### config.mk
export PLATFORM = sky130hd
export DESIGN_NAME = fpaddsub_arbiter
export DESIGN_NICKNAME = d
export VERILOG_FILES = /design/src/rtl/fpaddsub_pkg.sv /design/src/rtl/fpaddsub_tag_pipe.sv /design/src/rtl/fpaddsub_arbiter.sv
export SDC_FILE = /design/constraint.sdc
export NUM_CORES = 1
export LEC_CHECK = 0
export BUFFER_PORTS_ARGS = -buffer_cell sky130_fd_sc_hd__buf_4
export CORE_MARGIN = 5
export CORE_UTILIZATION = 48
export DETAILED_ROUTE_END_ITERATION = 12
export PLACE_DENSITY = 0.85
export SYNTH_ARGS = -nofsm -noshare
export SYNTH_HDL_FRONTEND = slang
export SYNTH_SLANG_ARGS = --single-unit
### constraint.sdc
create_clock -name clk -period 7.86 [get_ports clk]
set_clock_uncertainty 0.15 [all_clocks]
set_input_delay 1.179 -clock clk [delete_from_list [all_inputs] [get_ports clk]]
set_output_delay 1.179 -clock clk [all_outputs]
set_load 0.01 [all_outputs]
### src/rtl/fpaddsub_pkg.sv
// Shared types and constants for the FP add/sub arbiter slice.
// Exception vector layout is {any, ANaN, BNaN, AInf, BInf}.
package fpaddsub_pkg;

    localparam int FP_W  = 32;
    localparam int EXC_W = 5;

    localparam int EXC_ANY  = 4;
    localparam int EXC_ANAN = 3;
    localparam int EXC_BNAN = 2;
    localparam int EXC_AINF = 1;
    localparam int EXC_BINF = 0;

    typedef enum logic [1:0] {
        IDLE,
        RUN,
        DRAIN
    } state_t;

    typedef struct packed {
        logic valid;
        logic id;
    } tag_t;

    // bit 0 grants req0, bit 1 grants req1; last is the id granted last
    function automatic logic [1:0] rr_grant(
        input logic [1:0] v,
        input logic       last
    );
        logic [1:0] g;
        g = v;
        if (v == 2'b11)
            g = last ? 2'b01 : 2'b10;
        return g;
    endfunction

endpackage

### src/rtl/fpaddsub_tag_pipe.sv
// Shift register of {valid, id} tags tracking in-flight datapath operations.
// Clears asynchronously; empty is high when no stage holds a valid tag.
module fpaddsub_tag_pipe
    import fpaddsub_pkg::*;
#(
    parameter int DEPTH = 5
) (
    input  logic clk,
    input  logic rst,
    input  tag_t din,
    output tag_t dout,
    output logic empty
);

    tag_t stage [DEPTH];

    always_ff @(posedge clk or posedge rst) begin
        if (rst) begin
            for (int i = 0; i < DEPTH; i++)
                stage[i] <= '0;
        end else begin
            stage[0] <= din;
            for (int i = 1; i < DEPTH; i++)
                stage[i] <= stage[i-1];
        end
    end

    always_comb begin
        empty = 1'b1;
        for (int i = 0; i < DEPTH; i++)
            if (stage[i].valid)
                empty = 1'b0;
    end

    assign dout = stage[DEPTH-1];

endmodule

### src/rtl/fpaddsub_arbiter.sv
// Round-robin arbiter sharing one fixed-latency FP add/sub pipeline.
// Define FPADDSUB_ARB_STATS_EN to add saturating per-requester issue counters.
module fpaddsub_arbiter
    import fpaddsub_pkg::*;
#(
    parameter int LATENCY = 4
`ifdef FPADDSUB_ARB_STATS_EN
   ,parameter int CNT_W   = 16
`endif
) (
    input  logic             clk,
    input  logic             rst,
    input  logic             enable,
    input  logic             req0_valid,
    output logic             req0_ready,
    input  logic [FP_W-1:0]  req0_a,
    input  logic [FP_W-1:0]  req0_b,
    input  logic             req0_op,
    input  logic             req1_valid,
    output logic             req1_ready,
    input  logic [FP_W-1:0]  req1_a,
    input  logic [FP_W-1:0]  req1_b,
    input  logic             req1_op,
    output logic             fp_valid,
    output logic [FP_W-1:0]  fp_a,
    output logic [FP_W-1:0]  fp_b,
    output logic             fp_op,
    input  logic [FP_W-1:0]  fp_result,
    input  logic [EXC_W-1:0] fp_exc,
    output logic             res0_valid,
    output logic             res1_valid,
    output logic [FP_W-1:0]  res_data,
    output logic [EXC_W-1:0] res_exc,
    output logic             busy
`ifdef FPADDSUB_ARB_STATS_EN
   ,output logic [CNT_W-1:0] issue_cnt0,
    output logic [CNT_W-1:0] issue_cnt1
`endif
);

    state_t     state;
    state_t     state_nx;
    logic       last;
    logic [1:0] gnt;
    logic       xfer;
    logic       xid;
    tag_t       tin;
    tag_t       tout;
    logic       empty;

    assign gnt = (state == RUN && enable)
               ? rr_grant({req1_valid, req0_valid}, last)
               : 2'b00;

    assign req0_ready = gnt[0];
    assign req1_ready = gnt[1];
    assign xfer       = |gnt;
    assign xid        = gnt[1];

    always_ff @(posedge clk or posedge rst) begin
        if (rst)
            state <= IDLE;
        else
            state <= state_nx;
    end

    always_comb begin
        state_nx = state;
        unique case (state)
            IDLE:    if (enable) state_nx = RUN;
            RUN:     if (!enable) state_nx = empty ? IDLE : DRAIN;
            DRAIN:   if (empty) state_nx = IDLE;
            default: state_nx = IDLE;
        endcase
    end

    // pointer resets to "req1 granted last" so req0 wins the first tie
    always_ff @(posedge clk or posedge rst) begin
        if (rst)
            last <= 1'b1;
        else if (xfer)
            last <= xid;
    end

    always_ff @(posedge clk or posedge rst) begin
        if (rst) begin
            fp_valid <= 1'b0;
            fp_a     <= '0;
            fp_b     <= '0;
            fp_op    <= 1'b0;
        end else begin
            fp_valid <= xfer;
            if (xfer) begin
                fp_a  <= xid ? req1_a  : req0_a;
                fp_b  <= xid ? req1_b  : req0_b;
                fp_op <= xid ? req1_op : req0_op;
            end
        end
    end

    assign tin.valid = xfer;
    assign tin.id    = xid;

    // one extra stage covers the operand register ahead of the datapath
    fpaddsub_tag_pipe #(
        .DEPTH (LATENCY + 1)
    ) u_tag_pipe (
        .clk   (clk),
        .rst   (rst),
        .din   (tin),
        .dout  (tout),
        .empty (empty)
    );

    always_ff @(posedge clk or posedge rst) begin
        if (rst) begin
            res0_valid <= 1'b0;
            res1_valid <= 1'b0;
            res_data   <= '0;
            res_exc    <= '0;
        end else begin
            res0_valid <= tout.valid & ~tout.id;
            res1_valid <= tout.valid &  tout.id;
            if (tout.valid) begin
                res_data <= fp_result;
                res_exc  <= fp_exc;
            end
        end
    end

    // result registers keep busy high through the final result pulse
    assign busy = (state != IDLE) | ~empty | res0_valid | res1_valid;

`ifdef FPADDSUB_ARB_STATS_EN
    localparam logic [CNT_W-1:0] CNT_MAX = '1;

    always_ff @(posedge clk or posedge rst) begin
        if (rst) begin
            issue_cnt0 <= '0;
            issue_cnt1 <= '0;
        end else begin
            if (gnt[0] && issue_cnt0 != CNT_MAX)
                issue_cnt0 <= issue_cnt0 + 1'b1;
            if (gnt[1] && issue_cnt1 != CNT_MAX)
                issue_cnt1 <= issue_cnt1 + 1'b1;
        end
    end
`endif

endmodule

== Word-level counts from Yosys, hierarchy flattened ==
Index checks and enable logic that the tools add are counted.

* Output and inout port bits: 108
* Input port bits: 172
* Register bits after elaboration: 117

* Mux-type cells: 16
* Equality and inequality tests: 6
* Bitwise gates (word level): 7
* Reduce and logical (&&, ||, !) cells: 5

{| class="wikitable"
|+ Operator list
! cell !! count
|-
| $mux W32 || 2
|-
| $mux W2 || 7
|-
| $mux W1 || 6
|-
| $ne A2 B2 Y1 const B || 3
|-
| $pmux W2 S3 || 1
|-
| $eq A2 B2 Y1 const B || 2
|-
| $or A1 B1 Y1 || 3
|-
| $reduce_and A3 Y1 || 1
|-
| $and A1 B1 Y1 || 2
|-
| $eq A2 B1 Y1 const B || 1
|-
| $logic_not A2 Y1 || 1
|-
| $not A1 Y1 || 2
|-
| $reduce_bool A2 Y1 || 1
|-
| $reduce_or A2 Y1 || 1
|-
| $logic_and A1 B1 Y1 || 1
|}

== Logic depth before layout (Yosys ltp) ==
* Depth in word-level cells: 9
* Gate-level depth with buffers: 6

== By module ==
From an unflattened synthesis, not the netlist that was laid out.

* Cell total of the unflattened synthesis: 495
* Area, all modules: 5283.8 um^2

{| class="wikitable"
|+ By module, submodules not included
! module !! area an instance (um^2) !! cells an instance !! seq. area each (um^2) !! times used
|-
| fpaddsub_arbiter || 5003.5 || 480 || 2703.8 || 1
|-
| fpaddsub_tag_pipe || 280.3 || 15 || 250.2 || 1
|}

== Worst setup path before layout ==
No wires, ideal clock.

* Path type: input to output
* Start point: input enable
* End point: output req1_ready
* Required time: 6.531 ns
* Buffers on the path: 2
* Stages: 4
* Data arrival time: 1.825 ns
* Slack: 4.706 ns
* Path through: nand3b_1 > buf_2 > buf_2 > nor2_1

* Word-level cells in the longest chain between the ends: 2

{| class="wikitable"
|+ Ends and longest elaborated chain
! element !! line !! source
|-
| from (decl) || fpaddsub_arbiter.sv:13 || <nowiki>input logic enable,</nowiki>
|-
| $logic_and A1 B1 Y1 || fpaddsub_arbiter.sv:51 || <nowiki>assign gnt = (state == RUN && enable)</nowiki>
|-
| $mux W2 || fpaddsub_arbiter.sv:52 || <nowiki>? rr_grant({req1_valid, req0_valid}, last)</nowiki>
|-
| to (decl) || fpaddsub_arbiter.sv:20 || <nowiki>output logic req1_ready,</nowiki>
|}

Every way passes these cells.

== Worst setup path in the final report ==
Ends and elaborated chain as after synthesis.

==> results_dict.tcl <==
set metrics [dict create \
    post-place-cells 859 \
    run_status "completed" \
    dr_total_vias 5171 \
    switching_share_pct 29.9 \
    ys_types 27 \
    finalSetupViolCount 0 \
    dpl.hpwl_mm 11.9 \
    critPathSlowestCell "sky130_fd_sc_hd__nand3b_1" \
    synthTopCellsByArea "sky130_fd_sc_hd__dfrtp_1 (56%), sky130_fd_sc_hd__mux2_2 (8.1%), sky130_fd_sc_hd__a31oi_1 (8.0%)" \
    timing.critical_path.required_ns 6.53 \
    asyncSetResetFlopFracSynth_pct 100 \
    die-height_um 114 \
    drc 0 \
    wire_length_of_the_first_global_routing_pass_mm 26.6 \
    cts-hold-fix-buffers 0 \
    timing.critical_path.to_type "primary output" \
    worst_skew_pair.late_latency_ns 0.51 \
    globalRoute.totalOverflow 0 \
    timing.final.hold_violations 0 \
    worst-setup-path-type "input port to primary output" \
    detailroute.wirelength.met3_mm 1.57 \
    netSwitchingPower_uw 743 \
    floorplan.initialDensity_pct 49.5 \
    detail_route.iter0.violations 711 \
    slew-limit-headroom_pct 10.2 \
    internal-power_uw 1740 \
    setup_crit_start_kind "input port" \
    slowest_delay_ns 0.89 \
    nNetsFinal 914 \
    synth_top_cell_area_share_pct 56.2 \
    insertedDiodeCount 0 \
    share_of_the_synthesized_area_in_compound_gates_ao_oa_aoi_oai_pct 21.2 \
    design.die.area_mm2 0.0129 \
    worst_ir_drop_vdd_v 0.000152 \
    synth.most_common_cell "sky130_fd_sc_hd__dfrtp_1" \
    worst_pin_slew_ns 1.35 \
    timing.critical_path.fanout_max 39 \
    drt-wirelength-per-cell_um 19.2 \
    p_leak_uw 0.00351 \
    io_buffers 279 \
    finalMaxSlewViolations 0 \
    grt_setup_unrepaired "no" \
    route.top_layer_used "met4" \
    share_clk_of_total_power_pct 33.5 \
    antenna_left 0 \
    antenna_violations_before_repair 0 \
    synth.cells.most_frequent "sky130_fd_sc_hd__dfrtp_1 (116), sky130_fd_sc_hd__a21oi_1 (67), sky130_fd_sc_hd__a31oi_1 (66)" \
    dr_wl_met2_mm 8.74 \
    clk_root_buffer_cell "sky130_fd_sc_hd__clkbuf_8" \
    globalRouteTotalUtil_pct 25.9 \
    critPathLaunch "enable" \
    synth_top_family_by_area "compound AO/OA/AOI/OAI gates" \
    dr.pass1.iters 5 \
    timing.rr.start "state[1]" \
    synth.area.mux_share_pct 8.07 \
    post_synth_instance_area_mm2 0.00516 \
    dieWidth_um 114 \
    ctsLongestPathBuffers 2 \
    grt_start_max_net_pins 82 \
    synth.ff_latch_count 117 \
    synthSimpleGateAreaFrac_pct 8.05 \
    power_density_mw_per_mm2 317 \
    gp_routability_congestion 0.852 \
    first_global_vias 5136 \
    cts.sink_count 117 \
    comb_power_share_pct 30.6 \
    yosysTopAreaCell "sky130_fd_sc_hd__dfrtp_1" \
    post_synth_edffs 0 \
    wl_mm 17.1 \
    fill_cell_count 728 \
    hp-start "u_tag_pipe.stage[6]" \
    finalWorstPathRequiredPeriod_ns 4.44 \
    synthesis.nets 664 \
    cts_tree "built" \
    cts_resized 0 \
    worstHoldPathType "flip-flop to flip-flop" \
    yosysWarningCount 0 \
    synth.yosys.seq_area_share_pct 56.8 \
    synthXorXnorAreaFrac_pct 0 \
    finalSetupTns_ns 0 \
    cts.htree.levels 4 \
    cp_common_cell "sky130_fd_sc_hd__buf_4" \
    detail_route.vias_per_cell 5.80 \
    ios 280 \
    prevailing_post_synth_register_cell "sky130_fd_sc_hd__dfrtp_1" \
    core.rowCount 37 \
    numCtsBuffers 17 \
    synth_area_per_cell_um2 10.5 \
    timing.fmax_mhz 225 \
    layout-drive-gt1-share_pct 47.5 \
    worstPathCellList "buf_4 -> nand3b_1 -> buf_4 -> nor2_1 -> buf_4" \
    timing.max_cap.violations 0 \
    post_synthesis_cells 492 \
    period_share_pct 56.5 \
    m1WireLength_mm 6.10 \
    fp.coreArea_mm2 0.0104 \
    postCtsSetupBuffers 0 \
    critPathArrivalTime_ns 3.11 \
    power.sequential.fraction_pct 35.9 \
    layoutNonFillerInstCount 891 \
    area_growth_pct 52.0 \
    synth-adder-area-share_pct 0 \
    cts.clk_slew.worst_paths_ns 0.06 \
]
## path summary, 6_finish.rpt
kind                                        to  slack, ns  depth (start not counted)
max                                 req1_ready       3.42                          5
min                        u_tag_pipe.stage[4]       0.20                          0
max reg2reg                           fp_b[18]       5.13                          4
min reg2reg                u_tag_pipe.stage[4]       0.20                          0
max in group asynchronous         res_data[26]       5.65                          3
min in group asynchronous         res_data[29]       0.58                          2
## power by group through the flow
stage | combinational (uW) | sequential [uW] | clock (uW)
6_report | 761 | 892 | 832
3_5_place_dp | 767 | 897 | 0
3_3_place_gp | 749 | 887 | 0
2_1_floorplan | 271 | 966 | 0
4_1_cts | 768 | 891 | 847
5_1_grt | 817 | 913 | 874
## sequential cells by signal, indices dropped and copies added (netlist names)
signal            cells
u_tag_pipe.stage      8
fp_op                 1
fp_a                 32
res0_valid            1
fp_b                 32
last                  1
res_exc               5
state                 2
res_data             32
res1_valid            1
u_tag_pipe.dout       2
## layout by cell type (no fill, tap or decap), types with 2 or more instances in the layout
cell and n:
sky130_fd_sc_hd__o21ai_0 53, sky130_fd_sc_hd__clkinvlp_4 4, sky130_fd_sc_hd__inv_1 2, sky130_fd_sc_hd__bufinv_16 5, sky130_fd_sc_hd__clkbuf_8 3, sky130_fd_sc_hd__nor2_1 4
sky130_fd_sc_hd__clkbuf_1 2, sky130_fd_sc_hd__nand3_1 65, sky130_fd_sc_hd__mux2_2 37, sky130_fd_sc_hd__o21ai_1 13, sky130_fd_sc_hd__nor2b_1 2, sky130_fd_sc_hd__buf_4 285
sky130_fd_sc_hd__a21oi_1 67, sky130_fd_sc_hd__dfrtp_1 116, sky130_fd_sc_hd__clkbuf_16 16, sky130_fd_sc_hd__a31oi_1 66
## kinds of logic after synthesis
logic type | count (synthesis)
AOI/OAI and AO/OA | 201
and+or+nand+nor | 80
DFF | 117
buffers and inverters | 57
muxes | 37
## final cells by class
type	count	area, um^2	share of cell area [%]
timing repair buffer	285	2140	27.3
inverter	3	13.8	0.175
tap	136	170	2.17
sequential	117	2930	37.3
clock buffer	21	449	5.73
multi-input combinational	318	1940	24.8
clock inverter	11	198	2.52
## layer usage
layer  up-vias  GRT usage [%]
met4         0           13.3
met3        48           6.53
met5         -              0
li1       2323              -
met2       316           42.8
met1      2484           31.5
## worst max-delay path, delay by kind of cell
| kind | cells | cell delay, ns |
|---|---|---|
| and+or+nand+nor | 2 | 1.06 |
| buffers and inverters | 3 | 0.84 |
## per-stage QoR
step	hold slack, ns	setup slack, ns	instance area (um^2)	power, uW	utilization (%)
2_1_floorplan	0.181	3.43	5160	1240	-
3_3_place_gp	0.183	3.51	7200	1640	69.1
3_5_place_dp	0.186	3.44	7200	1660	69.1
4_1_cts	0.199	3.47	7840	2510	75.3
5_1_grt	0.214	3.26	7840	2600	75.3
6_report	0.198	3.42	7840	2480	75.3
(Power assumes the default switching activity.)
